## config.mk

```make
export PLATFORM = sky130hd
export DESIGN_NAME = uart_tx_gen
export DESIGN_NICKNAME = d
export VERILOG_FILES = /design/src/rtl/uart_tx_gen.sv
export SDC_FILE = /design/constraint.sdc
export NUM_CORES = 1
export LEC_CHECK = 0
export ABC_AREA = 1
export CORE_UTILIZATION = 61
export DETAILED_ROUTE_END_ITERATION = 16
export PLACE_DENSITY = 0.81
export SYNTH_ARGS = -nofsm -noshare
export SYNTH_HDL_FRONTEND = slang
export SYNTH_SLANG_ARGS = --single-unit
```

## constraint.sdc

```tcl
create_clock -name clk -period 4.9 [get_ports clk]
set_clock_uncertainty 0.15 [all_clocks]
set_input_delay 0.98 -clock clk [delete_from_list [all_inputs] [get_ports clk]]
set_output_delay 0.98 -clock clk [all_outputs]
set_load 0.05 [all_outputs]
```

## src/rtl/uart_tx_gen.sv

```systemverilog
// uart_tx_gen: UART transmitter with a small TX FIFO, configurable framing and
// per-sixteenth-slot glitch injection for exercising receivers.
//
// Ports
//   clk            system clock, everything on the rising edge
//   rstn           synchronous active-low reset
//   tx_en          allows a new frame to start
//   baud_rate      clocks per bit: [15:4] clocks per sixteenth slot, [3:0] extra clocks after slot 15
//   data_len       data bits per frame (clamped to 5..9)
//   parity_en      parity bit present
//   parity_type    0 even, 1 odd
//   stop_len       00:1, 01:0.5, 10:2, 11:1.5 stop bits
//   wr_vld/wr_data FIFO push request and word (LSB sent first)
//   wr_rdy         FIFO not full
//   noise_en       enables glitch injection
//   noise_mask     bit k inverts the line during sixteenth slot k
//   parity_err_inj inverts the transmitted parity bit
//   tx_dout        serial line, idle high
//   tx_busy        high whenever the FSM is not idle
//   tx_done_p      one-clock pulse on the last clock of the stop period
//   fifo_cnt       words held in the FIFO
//   tx_state       IDLE=0, START=1, DATA=2, PARITY=3, STOP=4
module uart_tx_gen #(
    parameter int DEPTH = 4
) (
    input  logic                   clk,
    input  logic                   rstn,
    input  logic                   tx_en,
    input  logic [15:0]            baud_rate,
    input  logic [3:0]             data_len,
    input  logic                   parity_en,
    input  logic                   parity_type,
    input  logic [1:0]             stop_len,
    input  logic                   wr_vld,
    input  logic [8:0]             wr_data,
    output logic                   wr_rdy,
    input  logic                   noise_en,
    input  logic [15:0]            noise_mask,
    input  logic                   parity_err_inj,
    output logic                   tx_dout,
    output logic                   tx_busy,
    output logic                   tx_done_p,
    output logic [$clog2(DEPTH):0] fifo_cnt,
    output logic [2:0]             tx_state
);

    localparam int AW = $clog2(DEPTH);
    localparam int CW = AW + 1;
    localparam logic [CW-1:0] FULL_C = CW'(DEPTH);

    typedef enum logic [2:0] {
        ST_IDLE   = 3'd0,
        ST_START  = 3'd1,
        ST_DATA   = 3'd2,
        ST_PARITY = 3'd3,
        ST_STOP   = 3'd4
    } state_t;

    // XOR of the low len bits of d
    function automatic logic data_parity(input logic [8:0] d, input logic [3:0] len);
        logic p;
        p = 1'b0;
        for (int i = 0; i < 9; i++) begin
            if (i < int'(len)) begin
                p = p ^ d[i];
            end else begin
                p = p;
            end
        end
        return p;
    endfunction

    state_t         state_r, state_nxt_s;
    logic [8:0]     mem_r [DEPTH];
    logic [AW-1:0]  wr_ptr_r, rd_ptr_r;
    logic [CW-1:0]  cnt_r, cnt_nxt_s;
    logic           wr_rdy_r;
    logic [8:0]     data_r, data_nxt_s;
    logic           par_en_r, par_en_nxt_s;
    logic           par_bit_r, par_bit_nxt_s;
    logic [3:0]     len_r, len_nxt_s;
    logic [3:0]     bit_idx_r, bit_idx_nxt_s;
    logic [11:0]    slot_len_r, slot_len_nxt_s;
    logic [3:0]     frac_r, frac_nxt_s;
    logic [3:0]     slot_r, slot_nxt_s;
    logic [11:0]    sub_r, sub_nxt_s;
    logic           in_frac_r, in_frac_nxt_s;
    logic [16:0]    stop_tot_r, stop_tot_nxt_s;
    logic [16:0]    stop_cnt_r, stop_cnt_nxt_s;
    logic           noise_en_r, noise_en_nxt_s;
    logic [15:0]    mask_r, mask_nxt_s;
    logic           tx_dout_r, tx_busy_r, tx_done_r;

    logic [15:0]    baud_c_s;
    logic [3:0]     len_c_s;
    logic [16:0]    stop_tot_c_s;
    logic           push_s, load_s, start_ok_s, bit_end_s;
    logic           line_bit_s, noisy_s, dout_nxt_s, busy_nxt_s, done_nxt_s;

    // Clamp the live configuration inputs into the values a new frame latches
    always_comb begin
        if (baud_rate < 16'd16) begin
            baud_c_s = 16'd16;
        end else begin
            baud_c_s = baud_rate;
        end
        if (data_len < 4'd5) begin
            len_c_s = 4'd5;
        end else if (data_len > 4'd9) begin
            len_c_s = 4'd9;
        end else begin
            len_c_s = data_len;
        end
        case (stop_len)
            2'b00:   stop_tot_c_s = {1'b0, baud_c_s};
            2'b01:   stop_tot_c_s = {2'b00, baud_c_s[15:1]};
            2'b10:   stop_tot_c_s = {baud_c_s, 1'b0};
            2'b11:   stop_tot_c_s = {1'b0, baud_c_s} + {2'b00, baud_c_s[15:1]};
            default: stop_tot_c_s = {1'b0, baud_c_s};
        endcase
    end

    // Frame FSM, bit timing and next values of the registered outputs
    always_comb begin
        state_nxt_s    = state_r;
        data_nxt_s     = data_r;
        par_en_nxt_s   = par_en_r;
        par_bit_nxt_s  = par_bit_r;
        len_nxt_s      = len_r;
        bit_idx_nxt_s  = bit_idx_r;
        slot_len_nxt_s = slot_len_r;
        frac_nxt_s     = frac_r;
        slot_nxt_s     = slot_r;
        sub_nxt_s      = sub_r;
        in_frac_nxt_s  = in_frac_r;
        stop_tot_nxt_s = stop_tot_r;
        stop_cnt_nxt_s = stop_cnt_r;
        noise_en_nxt_s = noise_en_r;
        mask_nxt_s     = mask_r;
        load_s         = 1'b0;
        start_ok_s     = tx_en && (cnt_r != {CW{1'b0}});
        push_s         = wr_vld && wr_rdy_r;

        // A bit ends after slot 15, or after the extra clocks when there are any
        if (in_frac_r) begin
            bit_end_s = (sub_r == ({8'd0, frac_r} - 12'd1));
        end else begin
            bit_end_s = (slot_r == 4'd15) && (sub_r == slot_len_r - 12'd1) && (frac_r == 4'd0);
        end

        case (state_r)
            ST_IDLE: begin
                if (start_ok_s) begin
                    load_s = 1'b1;
                end else begin
                    state_nxt_s = ST_IDLE;
                end
            end
            ST_START, ST_DATA, ST_PARITY: begin
                if (bit_end_s) begin
                    slot_nxt_s    = 4'd0;
                    sub_nxt_s     = 12'd0;
                    in_frac_nxt_s = 1'b0;
                    case (state_r)
                        ST_START: begin
                            state_nxt_s   = ST_DATA;
                            bit_idx_nxt_s = 4'd0;
                        end
                        ST_DATA: begin
                            data_nxt_s    = {1'b0, data_r[8:1]};
                            bit_idx_nxt_s = bit_idx_r + 4'd1;
                            if (bit_idx_r == len_r - 4'd1) begin
                                if (par_en_r) begin
                                    state_nxt_s = ST_PARITY;
                                end else begin
                                    state_nxt_s    = ST_STOP;
                                    stop_cnt_nxt_s = 17'd0;
                                end
                            end else begin
                                state_nxt_s = ST_DATA;
                            end
                        end
                        default: begin
                            state_nxt_s    = ST_STOP;
                            stop_cnt_nxt_s = 17'd0;
                        end
                    endcase
                end else if (in_frac_r) begin
                    sub_nxt_s = sub_r + 12'd1;
                end else if (sub_r == slot_len_r - 12'd1) begin
                    sub_nxt_s = 12'd0;
                    if (slot_r == 4'd15) begin
                        in_frac_nxt_s = 1'b1;
                    end else begin
                        slot_nxt_s = slot_r + 4'd1;
                    end
                end else begin
                    sub_nxt_s = sub_r + 12'd1;
                end
            end
            ST_STOP: begin
                if (stop_cnt_r == stop_tot_r - 17'd1) begin
                    if (start_ok_s) begin
                        load_s = 1'b1;
                    end else begin
                        state_nxt_s = ST_IDLE;
                    end
                end else begin
                    stop_cnt_nxt_s = stop_cnt_r + 17'd1;
                end
            end
            default: state_nxt_s = ST_IDLE;
        endcase

        // Frame start: pop the head and freeze the whole configuration
        if (load_s) begin
            state_nxt_s    = ST_START;
            data_nxt_s     = mem_r[rd_ptr_r];
            par_en_nxt_s   = parity_en;
            par_bit_nxt_s  = data_parity(mem_r[rd_ptr_r], len_c_s) ^ parity_type ^ parity_err_inj;
            len_nxt_s      = len_c_s;
            bit_idx_nxt_s  = 4'd0;
            slot_len_nxt_s = baud_c_s[15:4];
            frac_nxt_s     = baud_c_s[3:0];
            slot_nxt_s     = 4'd0;
            sub_nxt_s      = 12'd0;
            in_frac_nxt_s  = 1'b0;
            stop_tot_nxt_s = stop_tot_c_s;
            stop_cnt_nxt_s = 17'd0;
            noise_en_nxt_s = noise_en;
            mask_nxt_s     = noise_mask;
        end else begin
            state_nxt_s = state_nxt_s;
        end

        case ({push_s, load_s})
            2'b10:   cnt_nxt_s = cnt_r + {{(CW-1){1'b0}}, 1'b1};
            2'b01:   cnt_nxt_s = cnt_r - {{(CW-1){1'b0}}, 1'b1};
            default: cnt_nxt_s = cnt_r;
        endcase

        case (state_nxt_s)
            ST_START:  line_bit_s = 1'b0;
            ST_DATA:   line_bit_s = data_nxt_s[0];
            ST_PARITY: line_bit_s = par_bit_nxt_s;
            default:   line_bit_s = 1'b1;
        endcase
        // The extra clocks keep slot 15, including its glitch
        noisy_s = noise_en_nxt_s && mask_nxt_s[slot_nxt_s] &&
                  ((state_nxt_s == ST_START) || (state_nxt_s == ST_DATA) || (state_nxt_s == ST_PARITY));
        dout_nxt_s = line_bit_s ^ noisy_s;
        busy_nxt_s = (state_nxt_s != ST_IDLE);
        done_nxt_s = (state_nxt_s == ST_STOP) && (stop_cnt_nxt_s == stop_tot_nxt_s - 17'd1);
    end

    // FIFO storage; contents are don't-care until written
    always_ff @(posedge clk) begin
        if (push_s) begin
            mem_r[wr_ptr_r] <= wr_data;
        end
    end

    // State, counters, latched frame configuration and registered outputs
    always_ff @(posedge clk) begin
        if (!rstn) begin
            state_r    <= ST_IDLE;
            wr_ptr_r   <= {AW{1'b0}};
            rd_ptr_r   <= {AW{1'b0}};
            cnt_r      <= {CW{1'b0}};
            wr_rdy_r   <= 1'b1;
            data_r     <= 9'd0;
            par_en_r   <= 1'b0;
            par_bit_r  <= 1'b0;
            len_r      <= 4'd0;
            bit_idx_r  <= 4'd0;
            slot_len_r <= 12'd0;
            frac_r     <= 4'd0;
            slot_r     <= 4'd0;
            sub_r      <= 12'd0;
            in_frac_r  <= 1'b0;
            stop_tot_r <= 17'd0;
            stop_cnt_r <= 17'd0;
            noise_en_r <= 1'b0;
            mask_r     <= 16'd0;
            tx_dout_r  <= 1'b1;
            tx_busy_r  <= 1'b0;
            tx_done_r  <= 1'b0;
        end else begin
            state_r    <= state_nxt_s;
            if (push_s) begin
                wr_ptr_r <= wr_ptr_r + {{(AW-1){1'b0}}, 1'b1};
            end
            if (load_s) begin
                rd_ptr_r <= rd_ptr_r + {{(AW-1){1'b0}}, 1'b1};
            end
            cnt_r      <= cnt_nxt_s;
            wr_rdy_r   <= (cnt_nxt_s != FULL_C);
            data_r     <= data_nxt_s;
            par_en_r   <= par_en_nxt_s;
            par_bit_r  <= par_bit_nxt_s;
            len_r      <= len_nxt_s;
            bit_idx_r  <= bit_idx_nxt_s;
            slot_len_r <= slot_len_nxt_s;
            frac_r     <= frac_nxt_s;
            slot_r     <= slot_nxt_s;
            sub_r      <= sub_nxt_s;
            in_frac_r  <= in_frac_nxt_s;
            stop_tot_r <= stop_tot_nxt_s;
            stop_cnt_r <= stop_cnt_nxt_s;
            noise_en_r <= noise_en_nxt_s;
            mask_r     <= mask_nxt_s;
            tx_dout_r  <= dout_nxt_s;
            tx_busy_r  <= busy_nxt_s;
            tx_done_r  <= done_nxt_s;
        end
    end

    assign wr_rdy    = wr_rdy_r;
    assign tx_dout   = tx_dout_r;
    assign tx_busy   = tx_busy_r;
    assign tx_done_p = tx_done_r;
    assign fifo_cnt  = cnt_r;
    assign tx_state  = state_r;

endmodule

```

==> impl_metrics.ini <==
[setup_path]
endpoint_kind = flip-flop
arrival_ns = 4.78
worstPathMaxFanout = 5
worstPathRequired_ns = 5.11
critPathKind = in2reg
cp_common_cell = nand2_1
startpoint_type = primary input
cp_slowest_cell = clkdlybuf4s50_1
critical-path-max-stage-delay_ns = 0.48

[status]
status = finished, final reports clean

[routing]
wire_per_inst_um = 15.27
routed_via_density = 5.624
totalWireLength_mm = 31.77
drc = 0
vias = 11698
drt_iter0_drc = 883
first_pass_iters = 5
drt.antenna.violating_nets = 0

[pwr]
seq_power_share_pct = 24.2
clkPwrFrac_pct = 18.2
p_sw_w = 0.003600
p_per_area_mw_per_mm2 = 565.2
p_leak_nw = 6.084
power.total_w = 0.007484
p_int_w = 0.003884
switching_share_pct = 48.10
vdd_drop_max_mv = 0.4678
p_comb_share_pct = 57.6

[final_layout]
num-nets-final = 1926
num_antenna_cells = 0
finalNonFillerCells = 2080
finalCoreUtilization_pct = 73.46
layout-drive-gt1-share_pct = 12.59
synthToLayoutAreaGrowth_pct = 17.71
fill_cells = 1469

[hold_path]
hp-class = reg2reg

[sta]
fin_crit_ns = 4.567
fmax_mhz = 219.0
setup_slack_ns = 0.3331
tightest_slew_ns = 0.8531
slew_violations = 0
period_share_pct = 93.20
timing.slew.headroom_pct = 42.92
setup_viol = 0
hold_ws_ns = 0.3203
finalHoldViolations = 0

[synth]
synth_edf_count = 36
synthArstFlopShare_pct = 0
synth_warnings = 0
synth_area_sq_mm = 0.01125
yosys.area.top_type = dfxtp_1
syn_area_per_cell_sq_um = 6.484
ys_types = 49
ys_seq_area_share_pct = 30.79
synth_top_area_share_pct = 21.18
ys.flop_type = dfxtp_1
syn_nets = 1823
synth_cells = 1735
synth.area.top_cells = dfxtp_1 21%, nand2_1 14%, edfxtp_1 9.6%, nand3_1 8.0%, nor2_1 7.3%
synth_seq_cells = 155

[floorplanning]
initial_core_util_pct = 62.41
core.rowCount = 49
die_x_um = 137.8
design.portCount = 65
die_h_um = 137.8
die-area_sq_mm = 0.01899
coreArea_sq_mm = 0.01802

[clock_network]
cts_tree = built
h-tree-depth = 4
clockRootBuffer = clkbuf_16
cts_sinks = 155
clk_latency_ns = 0.44
cts_max_path_buffers = 2
path_clk_slew_ns = 0.07
numCtsBuffers = 17

[global_route]
grt_max_degree = 71
grtUsageTotal_pct = 34.79
grt_pass1_wl_mm = 51.41
grt_pass1_vias = 10996
grt.overflow.total = 0
antenna_found_initial = 0

[placement]
dp_hpwl_mm = 23.54
port_buffers = 64
pre_cts_slack_ns = -0.2805
place_congestion = 0.9477
dp.cells = 2047

[run]
drv_cap = 0
## cell families after synthesis
| kind of cell | count (synthesis) | synth area share [%] |
|---|---|---|
| buffers and inverters | 282 | 10.05 |
| adders and majority gates | 33 | 3.804 |
| muxes | 2 | 0.1780 |
| xor gates and xnor gates | 70 | 5.450 |
| and+or+nand+nor | 957 | 37.90 |
| DFF | 155 | 30.79 |
| AOI/OAI and AO/OA | 236 | 11.82 |
## worst max-delay path, delay by kind of cell
kind,cells,cell delay (ns)
AO/OA/AOI/OAI,1,0.11
adder cells (fa/ha/maj),2,0.46
buffers and inverters,5,0.88
AND/OR/NAND/NOR,23,2.34
## cell type report
type                    count  area, sq um  area share (%)
flip-flops and latches    155         3463           26.16
repair buffers            153         1311           9.903
clock inverters            15        181.4           1.370
clock buffers              17        425.4           3.213
well taps                 229        286.5           2.164
multi-input cells        1298         6774           51.16
inverters                 213        799.5           6.038
## flip-flops by register name, summed over array words and instances (netlist names), 3 cells and up, named ones only
| signal | count |
|---|---|
| bit_idx_r | 4 |
| data_r | 9 |
| fifo_cnt | 3 |
| frac_r | 4 |
| len_r | 4 |
| mask_r | 16 |
| mem_r | 36 |
| slot_len_r | 12 |
| slot_r | 4 |
| stop_cnt_r | 17 |
| stop_tot_r | 17 |
| sub_r | 12 |
| tx_state | 3 |
## synth_stat cells (all sizes together), types with 3 or more instances
library cell	instances
nor3	14
o21ai	95
nand4	26
inv	213
nand3b	11
nand2	449
xnor2	22
o21bai	4
dfxtp	119
nand3	184
a221oi	4
clkbuf	48
nor4	3
buf	21
ha	31
a21oi	77
o211ai	11
o22ai	9
xor2	48
nor2	241
edfxtp	36
or2	22
o21a	16
a31oi	10
## path summary, 6_finish.rpt
path / to / start / cells past startpoint / slack (ns)
max: tx_done_p / baud_rate[15] / 31 / 0.33
min: data_r[8] / data_r[8] / 2 / 0.32
max reg2reg: tx_done_p / stop_tot_r[0] / 23 / 0.68
min reg2reg: data_r[8] / data_r[8] / 2 / 0.32
## stage by stage
step,TNS (ns),area (sq um)
floorplan,0,11250
global placement,-0.1428,12510
detailed placement,-0.2805,12510
CTS,0,13110
global route,-0.05440,13240
finish,0,13240
## power by group through the flow
stage | Combinational [W] | Sequential (W) | Clock [W]
after floorplan | 0.00310 | 0.00179 | 0
after global placement | 0.00405 | 0.00182 | 0
after detailed placement | 0.00415 | 0.00183 | 0
after CTS | 0.00420 | 0.00181 | 0.00137
after global routing | 0.00484 | 0.00185 | 0.00143
final | 0.00431 | 0.00181 | 0.00136
## cells in the final DEF, fill, tap and decap left out, types with 4 or more instances in the layout
cell type	instances
a21oi_1	74
a221oi_1	4
a31oi_1	10
buf_4	89
clkbuf_16	17
clkdlybuf4s50_1	63
clkinv_8	4
dfxtp_1	119
edfxtp_1	36
ha_1	28
inv_1	205
inv_2	8
inv_8	5
nand2_1	414
nand2_2	30
nand3_1	178
nand3_2	6
nand3b_1	11
nand4_1	26
nor2_1	209
nor2_2	20
nor2_4	12
nor3_1	12
o211ai_1	11
o21a_1	16
o21ai_0	87
o21ai_1	8
o21bai_1	4
o22ai_1	9
or2_2	21
xnor2_1	22
xor2_1	48
## timing repair
item,in CTS,in global routing
hold buffers,0,0
setup buffers,0,1
endpoints found under the setup margin,0,1
gates resized for setup,0,39
hold endpoints to repair,0,0
## layer usage
layer,track usage (%),up-vias,routed length [um]
met5,0,-,0
met4,16.91,0,1122
met3,6.475,85,2287
met2,59.35,500,15360
met1,41.96,5295,13000
li1,-,5818,-
No activity file was read; power rests on OpenSTA's default activity.
==> RTL edit: new RTL, same flow settings <==
Register the output `fifo_cnt` once more, with the module's reset; this adds one clock of latency there. The other outputs are not delayed to match.
--- a/src/rtl/uart_tx_gen.sv
+++ b/src/rtl/uart_tx_gen.sv
@@ -319,7 +319,13 @@
     assign tx_dout   = tx_dout_r;
     assign tx_busy   = tx_busy_r;
     assign tx_done_p = tx_done_r;
-    assign fifo_cnt  = cnt_r;
+    always_ff @(posedge clk) begin
+        if (!rstn) begin
+            fifo_cnt <= '0;
+        end else begin
+            fifo_cnt <= cnt_r;
+        end
+    end
     assign tx_state  = state_r;
 
 endmodule
Check against the original RTL: not equivalent (Yosys sat finds a counterexample within 4 cycles, from zero or initial values and one cycle with rstn low).
==> RTL edit against the original RTL <==
Sequential cell count is 3 higher. Fmax increased by 1.3%. Combinational power fell by 12%. Worst setup slack gained 0.057 ns. Cell area down 2.9%. Wire length shrank 1.6%. Sequential share of layout area rose by 1.3 points. Final cell count decreased by 1.8%. Power fell by 6.6%. Count of clock-buffer cells in the layout is the same. Area after synthesis is 1.8% lower. First-iteration DRC count is 22% higher.
==> RTL edit: results (changes against the original RTL) <==
| Metric | Value |
|---|---|
| DR WL/cell | `15.3 um (about the same)` |
| Internal | `3.64 mW (was 3.88 mW)` |
| GRT met1 Usage | `0.426 (was 0.420)` |
| VDD IR-drop max | `0.471 mV (was 0.468 mV)` |
| Max layer used | `met4 (unchanged)` |
| Gp weighted congestion | `0.954 (was 0.948)` |
| Placed instance count | `2010 (was 2047)` |
| Post-synth EDFFs | `36 (unchanged)` |
| Clock tree buffer depth | `2 (unchanged)` |
| Initial antenna violation count | `0 (unchanged)` |
| Met1 WL | `13000 um (about the same)` |
| Register area share after synthesis | `0.319 (was 0.308)` |
| Routed wl met3 | `2060 um (was 2290 um)` |
| Pleak | `5.80 nW (was 6.08 nW)` |
| Met3 Track Usage GR | `0.0652 (was 0.0648)` |
| Final net count | `1892 (was 1926)` |
| Post-synth cell types | `52 (was 49)` |
| Overall global routing resource usage | `0.354 (was 0.348)` |
| Status | `completed (unchanged)` |
| Most frequent cells after synthesis | `482 x nand2_1, 207 x nor2_1, 191 x inv_1 (was 424 x nand2_1, 219 x nor2_1, 208 x inv_1)` |
| Largest net degree at the start of global routing | `72 (was 71)` |
| Worst stage delay on the critical path | `0.52 ns (was 0.48 ns)` |
| Synth async-reset ratio | `0 (unchanged)` |
| Worst hold start | `rd_ptr_r[1] (was data_r[8])` |
| Port bufs | `64 (unchanged)` |
| Share of layout cells above drive strength 1 | `0.0870 (was 0.126)` |
| Synth area leaders | `dfxtp_1 22%, nand2_1 16%, edfxtp_1 9.8%, nand3_1 7.6%, nor2_1 7.0% (was dfxtp_1 21%, nand2_1 14%, edfxtp_1 9.6%, nand3_1 8.0%, nor2_1 7.3%)` |
| CP max FO | `6 (was 5)` |
| Worst-path clk slew | `0.08 ns` |
| Via count | `11500 (was 11700)` |
| Yosys warns | `0 (unchanged)` |
| Synth Net Count | `1806 (was 1823)` |
| Final HPWL DP | `23400 um (was 23500 um)` |
| Pre-Repair DR Iteration Count | `6 (was 5)` |
| Tightest Pin Transition | `0.862 ns (was 0.853 ns)` |
| CTS Buf Count | `17 (unchanged)` |
| Initial detailed-routing violation count | `1074 (was 883)` |
| Vias in the first global route | `10900 (was 11000)` |
| Met2 wire length | `15000 um (was 15400 um)` |
| Hold WS | `0.318 ns (was 0.320 ns)` |
| Critical path's slowest cell | `fa_2 (was clkdlybuf4s50_1)` |
| Crit path DAT | `4.73 ns (was 4.78 ns)` |
| Mapped Cells | `1718 (was 1735)` |
| Crit. Startpoint | `baud_rate[14] (was baud_rate[15])` |
| R2R setup slack | `0.74 ns (was 0.68 ns)` |
| Cts repair resizes | `0 (unchanged)` |
| Ant. Diodes | `0 (unchanged)` |
| Worst skew pair latency | `0.45 ns` |
| Vias per std cell | `5.64 (was 5.62)` |
| First-pass GRT wire length | `51300 um (was 51400 um)` |
| Met2 Track Usage GR | `0.613 (was 0.594)` |
RTL edit: cell families (layout without fill, tap and decap cells):
family,count (synthesis),in the layout,synth area share
and+or+nand+nor,975,975,0.384
muxes,2,2,0.00181
adders and majority gates,33,33,0.0387
DFF,158,158,0.319
xor gates and xnor gates,60,60,0.0482
buffers and inverters,258,357,0.0904
AOI/OAI and AO/OA,232,232,0.118
RTL edit: worst paths after layout:
| check | to | depth (start not counted) |
|---|---|---|
| max | tx_done_p | 26 |
| min | rd_ptr_r[1] | 2 |
| max reg2reg | tx_done_p | 23 |
| min reg2reg | rd_ptr_r[1] | 2 |
RTL edit: through the flow:
| stage | instance area (um2) | worst slack (ns) |
|---|---|---|
| floorplan | 11000 | 0.790 |
| global placement | 12200 | 0.0680 |
| detailed placement | 12200 | -0.129 |
| CTS | 12800 | 0.284 |
| global route | 12900 | -0.00130 |
| finish | 12900 | 0.390 |
RTL edit: layout make-up:
| class | instances | area (um2) |
|---|---|---|
| multi-input cells | 1302 | 6560 |
| well taps | 225 | 282 |
| clock buffers | 17 | 425 |
| fillers | 1483 | 4620 |
| flip-flops and latches | 158 | 3520 |
| clock inverters | 15 | 193 |
| repair buffers | 126 | 1120 |
| inverters | 199 | 747 |
RTL edit: power by group through the flow:
stage / Clock [mW] / Combinational (mW) / Sequential, mW
2_1_floorplan: 0 / 2.85 / 1.77
3_3_place_gp: 0 / 3.61 / 1.82
3_5_place_dp: 0 / 3.69 / 1.83
4_1_cts: 1.37 / 3.74 / 1.80
5_1_grt: 1.42 / 4.29 / 1.84
6_report: 1.36 / 3.81 / 1.81
